$ cat src/rtl/fft_magnitude_pipe.sv
// Complex FFT bin -> unsigned magnitude (exact pipelined sqrt or alpha-max-beta-min), with
// sop/eop/valid forwarded at a fixed latency and a per-frame peak tracker on the output side.
module fft_magnitude_pipe #(
    parameter int DW        = 16,
    parameter int MODE      = 0,
    parameter int FRAME_LEN = 128,
    localparam int IW       = $clog2(FRAME_LEN)
) (
    input  logic          sys_clk,
    input  logic          sys_rst,
    input  logic [DW-1:0] source_real,
    input  logic [DW-1:0] source_imag,
    input  logic          source_sop,
    input  logic          source_eop,
    input  logic          source_valid,
    output logic [DW-1:0] data_modulus,
    output logic          data_sop,
    output logic          data_eop,
    output logic          data_valid,
    output logic [DW-1:0] peak_value,
    output logic [IW-1:0] peak_index,
    output logic          peak_valid,
    output logic          frame_err
);
    localparam int LAT = (MODE == 0) ? DW + 2 : 3;
    localparam logic [DW-1:0] ONE_DW   = {{(DW-1){1'b0}}, 1'b1};
    localparam logic [IW-1:0] ONE_IW   = {{(IW-1){1'b0}}, 1'b1};
    localparam logic [IW-1:0] LAST_IDX = IW'(FRAME_LEN - 1);

    logic [LAT-1:0] vld_pipe_d, vld_pipe_q;
    logic [LAT-1:0] sop_pipe_d, sop_pipe_q;
    logic [LAT-1:0] eop_pipe_d, eop_pipe_q;
    logic [DW-1:0]  abs_re_d, abs_re_q;
    logic [DW-1:0]  abs_im_d, abs_im_q;
    logic [DW-1:0]  mod_out;

    // Stage 1: two's complement negate; the most negative input lands on 2^(DW-1) unsigned.
    always_comb begin
        vld_pipe_d = {vld_pipe_q[LAT-2:0], source_valid};
        sop_pipe_d = {sop_pipe_q[LAT-2:0], source_sop};
        eop_pipe_d = {eop_pipe_q[LAT-2:0], source_eop};
        abs_re_d   = source_real[DW-1] ? (~source_real + ONE_DW) : source_real;
        abs_im_d   = source_imag[DW-1] ? (~source_imag + ONE_DW) : source_imag;
    end

    always_ff @(posedge sys_clk) begin
        if (sys_rst) begin
            vld_pipe_q <= '0;
            sop_pipe_q <= '0;
            eop_pipe_q <= '0;
            abs_re_q   <= '0;
            abs_im_q   <= '0;
        end else begin
            vld_pipe_q <= vld_pipe_d;
            sop_pipe_q <= sop_pipe_d;
            eop_pipe_q <= eop_pipe_d;
            abs_re_q   <= abs_re_d;
            abs_im_q   <= abs_im_d;
        end
    end

    generate
        if (MODE == 0) begin : g_exact
            localparam logic [2*DW-1:0] ONE_2DW = {{(2*DW-1){1'b0}}, 1'b1};
            // Index 0 holds the squared sum; index k resolves root bit DW-k from remainder k-1.
            logic [2*DW-1:0] rem_d  [DW+1];
            logic [2*DW-1:0] rem_q  [DW+1];
            logic [DW-1:0]   root_d [DW+1];
            logic [DW-1:0]   root_q [DW+1];

            always_comb begin
                logic [2*DW-1:0] delta;
                rem_d     = rem_q;
                root_d    = root_q;
                delta     = '0;
                rem_d[0]  = {{DW{1'b0}}, abs_re_q} * {{DW{1'b0}}, abs_re_q}
                          + {{DW{1'b0}}, abs_im_q} * {{DW{1'b0}}, abs_im_q};
                root_d[0] = '0;
                for (int k = 1; k <= DW; k++) begin
                    // (root + 2^b)^2 - root^2 = root*2^(b+1) + 2^(2b), with b = DW-k
                    delta = ({{DW{1'b0}}, root_q[k-1]} << (DW - k + 1))
                          + (ONE_2DW << (2 * (DW - k)));
                    if (rem_q[k-1] >= delta) begin
                        rem_d[k]  = rem_q[k-1] - delta;
                        root_d[k] = root_q[k-1] | (ONE_DW << (DW - k));
                    end else begin
                        rem_d[k]  = rem_q[k-1];
                        root_d[k] = root_q[k-1];
                    end
                end
            end

            always_ff @(posedge sys_clk) begin
                if (sys_rst) begin
                    for (int k = 0; k <= DW; k++) begin
                        rem_q[k]  <= '0;
                        root_q[k] <= '0;
                    end
                end else begin
                    for (int k = 0; k <= DW; k++) begin
                        rem_q[k]  <= rem_d[k];
                        root_q[k] <= root_d[k];
                    end
                end
            end

            assign mod_out = root_q[DW];
        end else begin : g_approx
            logic [DW-1:0] mx_d, mx_q;
            logic [DW-1:0] mn_d, mn_q;
            logic [DW-1:0] mag_d, mag_q;
            logic [DW:0]   sum_w;

            always_comb begin
                mx_d  = (abs_re_q >= abs_im_q) ? abs_re_q : abs_im_q;
                mn_d  = (abs_re_q >= abs_im_q) ? abs_im_q : abs_re_q;
                sum_w = {1'b0, mx_q} + {1'b0, mn_q >> 2} + {1'b0, mn_q >> 3};
                mag_d = sum_w[DW] ? {DW{1'b1}} : sum_w[DW-1:0];
            end

            always_ff @(posedge sys_clk) begin
                if (sys_rst) begin
                    mx_q  <= '0;
                    mn_q  <= '0;
                    mag_q <= '0;
                end else begin
                    mx_q  <= mx_d;
                    mn_q  <= mn_d;
                    mag_q <= mag_d;
                end
            end

            assign mod_out = mag_q;
        end
    endgenerate

    assign data_modulus = mod_out;
    assign data_valid   = vld_pipe_q[LAT-1];
    assign data_sop     = sop_pipe_q[LAT-1];
    assign data_eop     = eop_pipe_q[LAT-1];

    logic          open_d, open_q;
    logic          restart_d, restart_q;
    logic [IW-1:0] bin_d, bin_q;
    logic [DW-1:0] max_d, max_q;
    logic [IW-1:0] max_idx_d, max_idx_q;
    logic [DW-1:0] peak_value_d, peak_value_q;
    logic [IW-1:0] peak_index_d, peak_index_q;
    logic          peak_valid_d, peak_valid_q;
    logic          frame_err_d, frame_err_q;

    // Tracker sees only output-side beats; strict '>' keeps the lowest index on ties.
    always_comb begin
        open_d       = open_q;
        restart_d    = restart_q;
        bin_d        = bin_q;
        max_d        = max_q;
        max_idx_d    = max_idx_q;
        peak_value_d = peak_value_q;
        peak_index_d = peak_index_q;
        frame_err_d  = frame_err_q;
        peak_valid_d = 1'b0;
        if (data_valid) begin
            if (data_sop) begin
                open_d    = 1'b1;
                restart_d = open_q;
                bin_d     = '0;
                max_d     = mod_out;
                max_idx_d = '0;
            end else if (open_q) begin
                bin_d = bin_q + ONE_IW;
                if (mod_out > max_q) begin
                    max_d     = mod_out;
                    max_idx_d = bin_q + ONE_IW;
                end
            end
            if (data_eop && (open_q || data_sop)) begin
                open_d       = 1'b0;
                peak_value_d = max_d;
                peak_index_d = max_idx_d;
                frame_err_d  = restart_d || (bin_d != LAST_IDX);
                peak_valid_d = 1'b1;
            end
        end
    end

    always_ff @(posedge sys_clk) begin
        if (sys_rst) begin
            open_q       <= 1'b0;
            restart_q    <= 1'b0;
            bin_q        <= '0;
            max_q        <= '0;
            max_idx_q    <= '0;
            peak_value_q <= '0;
            peak_index_q <= '0;
            peak_valid_q <= 1'b0;
            frame_err_q  <= 1'b0;
        end else begin
            open_q       <= open_d;
            restart_q    <= restart_d;
            bin_q        <= bin_d;
            max_q        <= max_d;
            max_idx_q    <= max_idx_d;
            peak_value_q <= peak_value_d;
            peak_index_q <= peak_index_d;
            peak_valid_q <= peak_valid_d;
            frame_err_q  <= frame_err_d;
        end
    end

    assign peak_value = peak_value_q;
    assign peak_index = peak_index_q;
    assign peak_valid = peak_valid_q;
    assign frame_err  = frame_err_q;
endmodule

$ cat config.mk
export PLATFORM = sky130hd
export DESIGN_NAME = fft_magnitude_pipe
export DESIGN_NICKNAME = d
export VERILOG_FILES = /design/src/rtl/fft_magnitude_pipe.sv
export SDC_FILE = /design/constraint.sdc
export NUM_CORES = 2
export LEC_CHECK = 0
export ABC_AREA = 1
export BUFFER_PORTS_ARGS = -buffer_cell sky130_fd_sc_hd__buf_4
export CAP_MARGIN = 20
export CORE_UTILIZATION = 55
export DETAILED_ROUTE_END_ITERATION = 6
export GPL_ROUTABILITY_DRIVEN = 0
export PLACE_DENSITY = 0.8
export SLEW_MARGIN = 15
export SYNTH_ARGS = -nofsm -noshare
export SYNTH_HDL_FRONTEND = slang
export SYNTH_SLANG_ARGS = --single-unit
$ cat constraint.sdc
create_clock -name sys_clk -period 19.7 [get_ports sys_clk]
set_clock_uncertainty 0.1 [all_clocks]
set_input_delay 1.97 -clock sys_clk [delete_from_list [all_inputs] [get_ports sys_clk]]
set_output_delay 1.97 -clock sys_clk [all_outputs]
set_load 0.1 [all_outputs]
== Yosys cells after proc, flatten, opt, wreduce, memory -nomap -nowiden ==
Cells that the tools add are included.

* Bits in registers: 927
* Output and inout bits: 44
* Logic and storage cells: 165

* Add/sub/neg operators: 35
* $mul: 2
* Magnitude comparators: 17
* Eq/ne operators: 1
* Muxes and demuxes: 47
* Bitwise logic cells: 5
* Reduce and logical (&&, ||, !) cells: 9

{| class="wikitable"
|+ Operators with widths
! cell !! count
|-
| $mux 32 || 15
|-
| $ge 32x32->1 || 2
|-
| $mul 16x16->32 || 2
|-
| $mux 16 || 4
|-
| $sub 32x32->32 || 2
|-
| $mux 7 || 7
|-
| $mux 15 || 3
|-
| $add 16x1->16 const B || 2
|-
| $add 31x29->32 const B || 1
|-
| $add 32x31->32 const B || 1
|-
| $add 32x32->32 || 1
|-
| $ge 32x18->1 || 1
|-
| $ge 32x19->1 || 1
|-
| $ge 32x20->1 || 1
|-
| $ge 32x21->1 || 1
|-
| $ge 32x22->1 || 1
|-
| $ge 32x23->1 || 1
|-
| $ge 32x24->1 || 1
|-
| $ge 32x25->1 || 1
|-
| $ge 32x26->1 || 1
|-
| $ge 32x27->1 || 1
|-
| $ge 32x28->1 || 1
|-
| $ge 32x29->1 || 1
|-
| $ge 32x30->1 || 1
|-
| other kinds (51) || 63
|}

== Logic depth before layout (Yosys ltp) ==
* Word-level depth: 6
* Mapped depth: 30

== Least setup slack after synthesis ==
OpenSTA, ideal clock, no wires.

* Path kind: reg2reg
* Start: register abs_im_q[2]
* End: register g_exact.rem_q[540] (netlist bit)
* Library setup time: 0.115 ns
* Arrival: 6.471 ns
* Data required time: 19.485 ns
* Path slack: 13.014 ns
* Stages on the path, launching flop included: 25
* Cell sequence: dfxtp_1 clkbuf_1 clkbuf_1 nand2_1 fa_1 fa_1 inv_1 fa_1 inv_1 fa_1 inv_1 fa_1 fa_1 fa_1 inv_1 fa_1 inv_1 ha_1 nand2_1 nor2_1 inv_1 o21ai_0 nand3b_1 a21oi_1 nor2_1

* Longest elaborated chain between the ends: 2

{| class="wikitable"
|+ Ends and longest elaborated chain
! item !! line !! RTL
|-
| start, declared || 34 || <nowiki>logic [DW-1:0] abs_im_d, abs_im_q;</nowiki>
|-
| start signal, assigned || 58 || <nowiki>abs_im_q <= abs_im_d;</nowiki>
|-
| $mul 16x16->32 || 77 || <nowiki>+ {{DW{1'b0}}, abs_im_q} * {{DW{1'b0}}, abs_im_q};</nowiki>
|-
| $add 32x32->32 || 77 ||
|-
| end signal, assigned by index || 101 || <nowiki>rem_q[k] <= rem_d[k];</nowiki>
|-
| end, declared || 67 || <nowiki>logic [2*DW-1:0] rem_q [DW+1];</nowiki>
|}

Every way passes these cells.
A chain may end at the register's enable or synchronous reset.

== Worst setup path after layout ==
* Start: register abs_re_q[6]
* End: register g_exact.rem_q[543] (netlist bit)

* Longest elaborated chain between the ends: 2

{| class="wikitable"
|+ Ends and longest elaborated chain
! item !! line !! RTL
|-
| start, declared || 33 || <nowiki>logic [DW-1:0] abs_re_d, abs_re_q;</nowiki>
|-
| start signal, assigned || 57 || <nowiki>abs_re_q <= abs_re_d;</nowiki>
|-
| $mul 16x16->32 || 76 || <nowiki>rem_d[0] = {{DW{1'b0}}, abs_re_q} * {{DW{1'b0}}, abs_re_q}</nowiki>
|-
| $add 32x32->32 || 77 ||
|}

Every way passes these cells.

==> results by group <==
Synthesis
  – Synth Area per Inst: 7.44 um^2
  – XOR/XNOR Fraction of Synth Area: 2.88%
  – Seq/Total Area, Yosys: 30.5%
  – Synthesized net count: 7770
  – Post-synthesis mux area share: less than 1%
  – Dominant synthesized flop cell: dfxtp_1
  – Largest family of logic cells by synthesized area: simple AND/OR/NAND/NOR gates
  – Synthesis-stage register bit count: just under 800
  – Mapped Area: 0.0520 mm^2
  – Ys async rst share: 0%
  – Adder-cell area share of the yosys netlist: 23.6%
  – EDFF count, synth: 0
  – Synth Area in Compound Gates: under 10%
  – Yosys warning count: 0
  – Distinct cells, synth: 65
  – Mapped Cells: 6984
  – Post-Synth Simple-Gate Area: 23.7%

Drt
  – Initial DRC count: ~3800
  – Wirelength per Cell: 15.3 um
  – DR pass1 iterations: 7
  – Final ANT Viol Nets: 0
  – Routed vias/inst: 5.18
  – Via Count: 43000
  – DRC viols: 16
  – Routed wire length: 127 mm

Worst setup path
  – Setup CP Type: reg -> reg
  – Crit path launch type: flip-flop
  – Critical path required time: 20.14 ns
  – Crit-path max FO: 17
  – Worst setup EP type: flip-flop
  – WP data arrival: 7.78 ns

Floorplanning
  – Core Region: 0.0935 mm^2
  – Die footprint: 0.0958 mm^2
  – DIE WIDTH: around 310 um
  – Initial Util: 55.6%
  – I/O pins: 81
  – Die H: 309 um
  – # rows: around 110

Final layout
  – Final Util: 60.3%
  – Commonest non-fill, non-tap cell in the layout: inv_1
  – Antenna cells: 0
  – Commonest non-fill, non-tap cells in the layout: 1511 x inv_1, 1229 x nand2_1, 1099 x nor2_1
  – FILL cells: roughly 7900
  – Synth-to-layout area growth: 8.43%
  – Share of post-route cells with drive strength above 1: 5.21%
  – Nets: slightly below 8000

CTS
  – Post-CTS setup buffer count: 0
  – Clock transition at path regs: 0.06 ns
  – Hold Buf Count CTS: 0
  – Post-CTS resize count: 0
  – Clock buffer depth: 3
  – CTS Buf Count: 83
  – Clk sinks: 791
  – CTS H-Tree Depth: 3
  – TritonCTS clock tree: done
  – Worst skew pair latency: 0.67 ns
  – CTS Root Cell: clkbuf_16

Pwr
  – Worst VDD drop: 218 uV
  – Overall Power: 9.03 mW
  – PD cells: about 160 mW/mm^2
  – Leak pwr: 28.6 nW

Timing
  – Tmin final: 7.33 ns
  – # setup viols final: 0
  – Final-report max-slew violation count: 0
  – Final hold viol count: 0
  – Unrepaired setup endpoints after global routing: false
  – Worst-Margin Slew: 1.03 ns
  – Final worst slack: around 12 ns
  – TNS Setup: 0 ns
  – F_max: 136 MHz
  – Relative slew slack: between 30 and 40%
  – Final Cycle Share: 37.2%

Global routing
  – Grt total ovfl: 0
  – Number of global-route vias before repair: 42100
  – Largest net degree at the start of global routing: 124
  – Initial antenna violation count: 1
  – First-pass GRT wire length: between 200 and 250 mm
  – Global Route Usage Sum: 26.8%

Placed design
  – Place WS: 12.53 ns
  – # port buffers: 80
  – DP Wirelength: 99.2 mm

Min path
  – Hold Crit Class: reg -> reg

Run status
  – Failing checks: design-rule violations
  – Status: finished, violations left

Flow run
  – Max Cap Viol: 0
## per-layer routing
metal	vias up	global-route usage (%)	wire length (um)	share of wire, %
li1	21100	-	-	-
met1	19900	32.9	51400	41
met2	1584	45.7	60200	48
met3	383	4.77	9370	7.4
met4	2	12.0	5710	4.5
met5	-	0	13	0.010
## cell families (layout without fill, tap and decap cells)
kind of cell	count (synthesis)	count (layout)
simple gates	2928	2928
xor+xnor	171	171
mux	2	2
flops	791	791
fa+ha+maj	749	749
compound gates	626	626
buf+inv	1717	1774
## worst max-delay path, cell delays in order (launching register included)
cell	delay (ns)
dfxtp_1	0.85
nand2_1	0.27
fa_1	0.57
fa_1	0.57
fa_1	0.48
fa_1	0.56
inv_1	0.06
fa_1	0.51
fa_1	0.43
fa_1	0.54
inv_1	0.06
fa_1	0.53
inv_1	0.06
ha_1	0.31
inv_1	0.07
o21ai_0	0.37
a21boi_0	0.28
o21bai_1	0.27
a21oi_1	0.12
a21oi_1	0.16
nor2_1	0.07
## flip-flops by register name, indices dropped and copies added (netlist names)
| name | count |
|---|---|
| peak_valid | 1 |
| eop_pipe_q | 18 |
| peak_index | 7 |
| sop_pipe_q | 18 |
| max_idx_q | 7 |
| g_exact.rem_q | 512 |
| max_q | 16 |
| abs_im_q | 16 |
| data_modulus | 16 |
| open_q | 1 |
| g_exact.root_q | 120 |
| bin_q | 7 |
| peak_value | 16 |
| restart_q | 1 |
| vld_pipe_q | 18 |
| abs_re_q | 16 |
| frame_err | 1 |
## area by class of cell
type	instances	area (um^2)	area share, %
clock buffers	104	2280	4.04
repair buffers	91	691	1.23
clock inverters	49	736	1.31
well taps	1254	1570	2.78
flip-flops and latches	791	15800	28.1
inverters	1530	5750	10.2
multi-input cells	4476	29500	52.4
## final timing paths
check	to	depth (start not counted)	slack (ns)	start
worst max-delay path	g_exact.rem_q[543]$_SDFF_PP0_	20	12.37	abs_re_q[6]$_SDFF_PP0_
worst min-delay path	sop_pipe_q[14]$_SDFF_PP0_	2	0.28	sop_pipe_q[13]$_SDFF_PP0_
worst max register to register	g_exact.rem_q[543]$_SDFF_PP0_	20	12.37	abs_re_q[6]$_SDFF_PP0_
worst min register to register	sop_pipe_q[14]$_SDFF_PP0_	2	0.28	sop_pipe_q[13]$_SDFF_PP0_
## synthesized netlist by cell type, drive strengths merged (28+ instances only)
cell type  count  area, um^2
nand2       1252        4770
xnor2         57         499
nor2        1132        4380
nand4        124         788
nor4          28         188
inv         1525        5730
nor3          89         492
xor2         114         998
dfxtp        791       15800
fa           384        7690
buf           44         358
nand3        250        1320
o21ai        265        1340
ha           365        4570
a21oi        292        1520
clkbuf       143         539
## metrics by stage
step | cells | area (um^2) | hold WS (ns)
global route | 8295 | 56400 | 0.295
floorplan | 6984 | 52000 | 0.288
finish | 8295 | 56400 | 0.280
detailed placement | 8142 | 53400 | 0.292
CTS | 8295 | 56400 | 0.283
global placement | 8142 | 53400 | 0.290
## report_power, final
part / internal, mW / total [mW] / switching, mW / leakage, nW
clock: 1.01 / 1.70 / 0.695 / 1.46
sequential: 1.88 / 2.09 / 0.211 / 6.46
combinational: 1.77 / 5.23 / 3.47 / 20.7
total: 4.66 / 9.03 / 4.37 / 28.6
No activity file was read; power rests on OpenSTA's default activity.
